--- config.mk ---
export PLATFORM = sky130hd
export DESIGN_NAME = multi_debouncer
export DESIGN_NICKNAME = d
export VERILOG_FILES = /design/src/rtl/multi_debouncer.sv
export SDC_FILE = /design/constraint.sdc
export NUM_CORES = 1
export LEC_CHECK = 0
export CAP_MARGIN = 10
export CORE_UTILIZATION = 55
export DETAILED_ROUTE_END_ITERATION = 8
export GPL_ROUTABILITY_DRIVEN = 1
export PLACE_DENSITY = 0.74
export SYNTH_ARGS = -nofsm -noshare
export SYNTH_HDL_FRONTEND = slang
export SYNTH_SLANG_ARGS = --single-unit
--- constraint.sdc ---
create_clock -name clk -period 3.3 [get_ports clk]
set_input_delay 0.66 -clock clk [delete_from_list [all_inputs] [get_ports clk]]
set_output_delay 0.66 -clock clk [all_outputs]
set_load 0.02 [all_outputs]
--- src/rtl/multi_debouncer.sv ---
// N-channel push-button/switch debouncer: per-channel 2-flop synchroniser,
// tick-gated stability counter, clean level plus registered rise/fall pulses.

module multi_debouncer_lane #(
  parameter int   CNT_W        = 15,
  parameter int   STABLE_TICKS = 32767,
  parameter logic RESET_LEVEL  = 1'b0
) (
  input  logic clk,
  input  logic rst_n,
  input  logic tick,
  input  logic sig_in,
  output logic sig_out,
  output logic rise,
  output logic fall,
  output logic busy
);
  localparam logic [CNT_W-1:0] LAST = CNT_W'(STABLE_TICKS - 1);

  logic             s1, s2;
  logic [CNT_W-1:0] cnt;
  logic             mismatch, accept;

  assign mismatch = s2 ^ sig_out;
  assign accept   = mismatch & tick & (cnt == LAST);
  assign busy     = (cnt != '0);

  always_ff @(posedge clk or negedge rst_n) begin
    if (!rst_n) begin
      s1      <= RESET_LEVEL;
      s2      <= RESET_LEVEL;
      sig_out <= RESET_LEVEL;
      cnt     <= '0;
      rise    <= 1'b0;
      fall    <= 1'b0;
    end else begin
      s1   <= sig_in;
      s2   <= s1;
      rise <= accept & s2;
      fall <= accept & ~s2;
      if (accept) sig_out <= s2;
      // Any return to the current level restarts the window, tick or not.
      if (!mismatch || accept) cnt <= '0;
      else if (tick)           cnt <= cnt + 1'b1;
    end
  end
endmodule

module multi_debouncer #(
  parameter int   CHANNELS     = 4,
  parameter int   CNT_W        = 15,
  parameter int   STABLE_TICKS = 32767,
  parameter logic RESET_LEVEL  = 1'b0
) (
  input  logic                clk,
  input  logic                rst_n,
  input  logic                tick,
  input  logic [CHANNELS-1:0] sig_in,
  output logic [CHANNELS-1:0] sig_out,
  output logic [CHANNELS-1:0] rise,
  output logic [CHANNELS-1:0] fall,
  output logic                busy
);
  logic [CHANNELS-1:0] ch_busy;

  for (genvar i = 0; i < CHANNELS; i++) begin : g_lane
    multi_debouncer_lane #(
      .CNT_W       (CNT_W),
      .STABLE_TICKS(STABLE_TICKS),
      .RESET_LEVEL (RESET_LEVEL)
    ) u_lane (
      .clk    (clk),
      .rst_n  (rst_n),
      .tick   (tick),
      .sig_in (sig_in[i]),
      .sig_out(sig_out[i]),
      .rise   (rise[i]),
      .fall   (fall[i]),
      .busy   (ch_busy[i])
    );
  end

  assign busy = |ch_busy;
endmodule

==> results of run 1 <==
cells in the mapped netlist (all sizes together):
master / count / share of area
nand3: 14 / 0.018
a31o: 2 / 0.0044
and2: 2 / 0.0031
buf: 21 / 0.036
inv: 13 / 0.012
nor4: 23 / 0.036
nor3b: 4 / 0.0075
or3b: 1 / 0.0022
xor2: 25 / 0.055
ha: 12 / 0.038
or2: 2 / 0.0031
nand2: 19 / 0.018
clkbuf: 3 / 0.0031
dfrtp: 80 / 0.50
and4: 3 / 0.0066
and3: 9 / 0.014
or4: 1 / 0.0019
xnor2: 33 / 0.072
o32ai: 1 / 0.0022
a21oi: 2 / 0.0025
or4b: 1 / 0.0025
mux2i: 4 / 0.010
nor3: 9 / 0.011
mux2: 3 / 0.0085
o21ai: 5 / 0.0072
nor4b: 5 / 0.011
nand4: 29 / 0.051
nor2: 67 / 0.063
what timing repair did:
item / CTS / global route
endpoints found under the setup margin: 1 / 1
gates resized for setup: 1 / 1
pin swaps: 0 / 0
buffers inserted: 0 / 0
layer usage:
metal,wire [µm],GRT usage,vias to the layer above,part of all wire
met5,0,0,-,0
met4,135,0.08942,0,0.019
met3,219,0.06066,16,0.031
met2,3491,0.3338,51,0.49
met1,3328,0.2833,1389,0.46
li1,-,-,1367,-
kinds of logic after synthesis:
logic type | synth area share
AOI/OAI and AO/OA | 0.01628
xor gates and xnor gates | 0.1271
adders and majority gates | 0.03757
buffers and inverters | 0.05134
DFF | 0.5009
muxes | 0.01847
and+or+nand+nor | 0.2483
worst register-to-register path: cells and delay by family, from the launching register on:
kind | cells | cell delay [ns]
fa+ha+maj | 1 | 0.15
flops | 1 | 0.43
simple gates | 3 | 0.64
compound gates | 1 | 0.30
buf+inv | 2 | 0.33
state kept, by name (all words and copies together) (netlist names):
name / flops
g_lane.u_lane.rise: 4
g_lane.u_lane.sig_out: 4
g_lane.u_lane.s2: 4
g_lane.u_lane.s1: 4
g_lane.u_lane.cnt: 60
g_lane.u_lane.fall: 4
worst min-delay path by stage:
stage,cells past startpoint,from,to,slack (ns)
after global routing,0,g_lane[3].u_lane.s1,g_lane[3].u_lane.s2,0.37
after detailed placement,0,g_lane[2].u_lane.s1,g_lane[2].u_lane.s2,0.34
after CTS,0,g_lane[2].u_lane.s1,g_lane[2].u_lane.s2,0.36
after global placement,0,g_lane[3].u_lane.s1,g_lane[3].u_lane.s2,0.33
after floorplan,0,g_lane[0].u_lane.s1,g_lane[0].u_lane.s2,0.33
final,0,g_lane[2].u_lane.s1,g_lane[2].u_lane.s2,0.35
cell usage in the layout, fill, tap and decap left out, types with 3 or more instances in the layout:
cell type,n
and3_1,9
ha_1,12
o21ai_0,3
nand2_1,19
dfrtp_1,80
inv_1,13
nor4b_1,4
clkdlybuf4s50_1,17
nand3_1,14
xnor2_1,33
nor3_1,9
and4_1,3
xor2_1,25
nand4_1,27
nor4_1,23
clkbuf_8,11
nor3b_1,4
mux2_2,3
nor2_1,67
mux2i_1,4
buf_4,4
cell type report:
cell class                      count  area, µm²
Clock buffer                       11      151.4
Sequential cell                    80       2002
Clock inverter                      5      78.83
Fill cell                         579       2497
Multi-Input combinational cell    276       1795
Tap cell                           96      120.1
Timing Repair Buffer               22      212.7
Inverter                           13      48.80
per-stage QoR:
step	hold slack [ns]	util	worst slack, ns	area (µm²)	cells
after global routing	0.3697	0.6384	0.2589	4409	503
after CTS	0.3552	0.6380	0.09918	4407	503
final	0.3526	0.6384	0.4425	4409	503
after global placement	0.3338	0.6038	0.4000	4170	487
after detailed placement	0.3379	0.6038	0.3778	4170	487
after floorplan	0.3312	-	1.086	3996	393
power groups by stage:
| stage | Sequential (µW) | Combinational [µW] | Clock, µW |
|---|---|---|---|
| after floorplan | 1030 | 64.8 | 0 |
| after CTS | 1010 | 112 | 832 |
| after global placement | 1030 | 109 | 0 |
| final | 1010 | 110 | 809 |
| after global routing | 1020 | 128 | 874 |
| after detailed placement | 1030 | 111 | 0 |
==> reports/qor.txt, run 1 <==
status: completed
CP max-delay cell: or4_1
first-pass GRT wire length: 12500 µm
Clk network pwr share: 0.419
Worst R2R Start: g_lane[3].u_lane.cnt[0]
sequential cell area fraction in the yosys report: 0.5009
crit path to: busy
synthesized area per cell: 10.17 µm²
Residual DRC: 0
Longest Clk Path Bufs: 2
Critical Path Source: g_lane[0].u_lane.cnt[0]
max incr delay on CP: 0.55 ns
Setup Crit Path Kind: register to output pin
Tot Pwr: 1932 µW
Max-cap violations: 0
RSZ-0062 raised after global routing: false
PortBufs: 19
Rel. slew slack: 0.3503
initial antenna violation count: 0
antenna viol nets, final: 0
Yosys warnings: 0
Max IR drop VDD: 195.5 µV
All-Layer GR Usage: 0.2146
Tcrit/Tclk final: 0.8659
Die Y: 87.24 µm
CP Capture Type: output pin
Max Clk Rate: 350.0 MHz
Clock Pin Slew Worst Setup and Hold Paths: 0.07 ns
post-DP HPWL: 4783 µm
n_diodes: 0
CTS Buf Count: 9
die extent in x: 87.24 µm
syn nets: 412
CTS tree: done
Wirelength per Cell: 14.26 µm
Total Die Area: 7611 µm²
final-report setup violation count: 0
vias per inst: 5.612
CTS sink cnt: 80
worst hold path type: register to register
PD cells: 438.2 nW/µm²
number of global-route vias before repair: 2724
Mapped Cells: 393
fin crit period: 2.857 ns
Worst path top cell family by delay: simple AND/OR/NAND/NOR gates
largest net degree at the start of global routing: 81
setup TNS: 0 ns
sequential power share: 0.524
Yosys cell types: 36
row cnt: 30
CP startpoint kind: register
Total Nets Final: 421
WP data required: 2.64 ns
Via Count: 2823
Worst R2R End: g_lane[3].u_lane.cnt[5]
Least-Margin Pin Slew: 0.9745 ns
total grt overflow: 0
Fin. Hold Viols: 0
cts hold-fix bufs: 0
Crit path depth: 6
clk_lat worst skew: 0.35 ns
drt first pass iters: 4
Crit Path Max Fanout: 5
flops & latches, synth: 80
CTS H-tree depth: 3
clk_skew: 0.006089 ns
Psw: 428.9 µW
initial drt markers: 126
WL final: 7174 µm
CTS root buffer: clkbuf_8
Final GP Congestion: 0.8491
r2r setup slk: 1.34 ns
Buffers & Inverters on Critical Path: 2
Comb pwr share: 0.057
Pint: 1503 µW
P&R area growth vs syn: 10.33%
mapped cell area: 3996 µm²
IO Count: 20
leakage: 0.001882 µW
Crit path arrival time: 2.20 ns
core outline area: 6907 µm²
layout cells sized above 1: 0.07617
worst path cell trace: inv_1 -> ha_1 -> nor4b_1 -> nand4_1 -> or4_1 -> dlymetal6s2s_1
worst-case reg-to-reg path depth: 7
Starting Density: 0.5786
Final Slew Violations: 0
Sw Ratio: 0.2220
Note: power is estimated with default switching activity, not from simulation.
==> inputs of run 2 (changes only) <==
--- a/config.mk
+++ b/config.mk
@@ -10,6 +10,7 @@
 export DETAILED_ROUTE_END_ITERATION = 8
 export GPL_ROUTABILITY_DRIVEN = 1
 export PLACE_DENSITY = 0.74
+export SLEW_MARGIN = 15
 export SYNTH_ARGS = -nofsm -noshare
 export SYNTH_HDL_FRONTEND = slang
 export SYNTH_SLANG_ARGS = --single-unit
==> results of run 2 <==
Same layout as run 1: the final DEF is identical, and so are final timing and power.
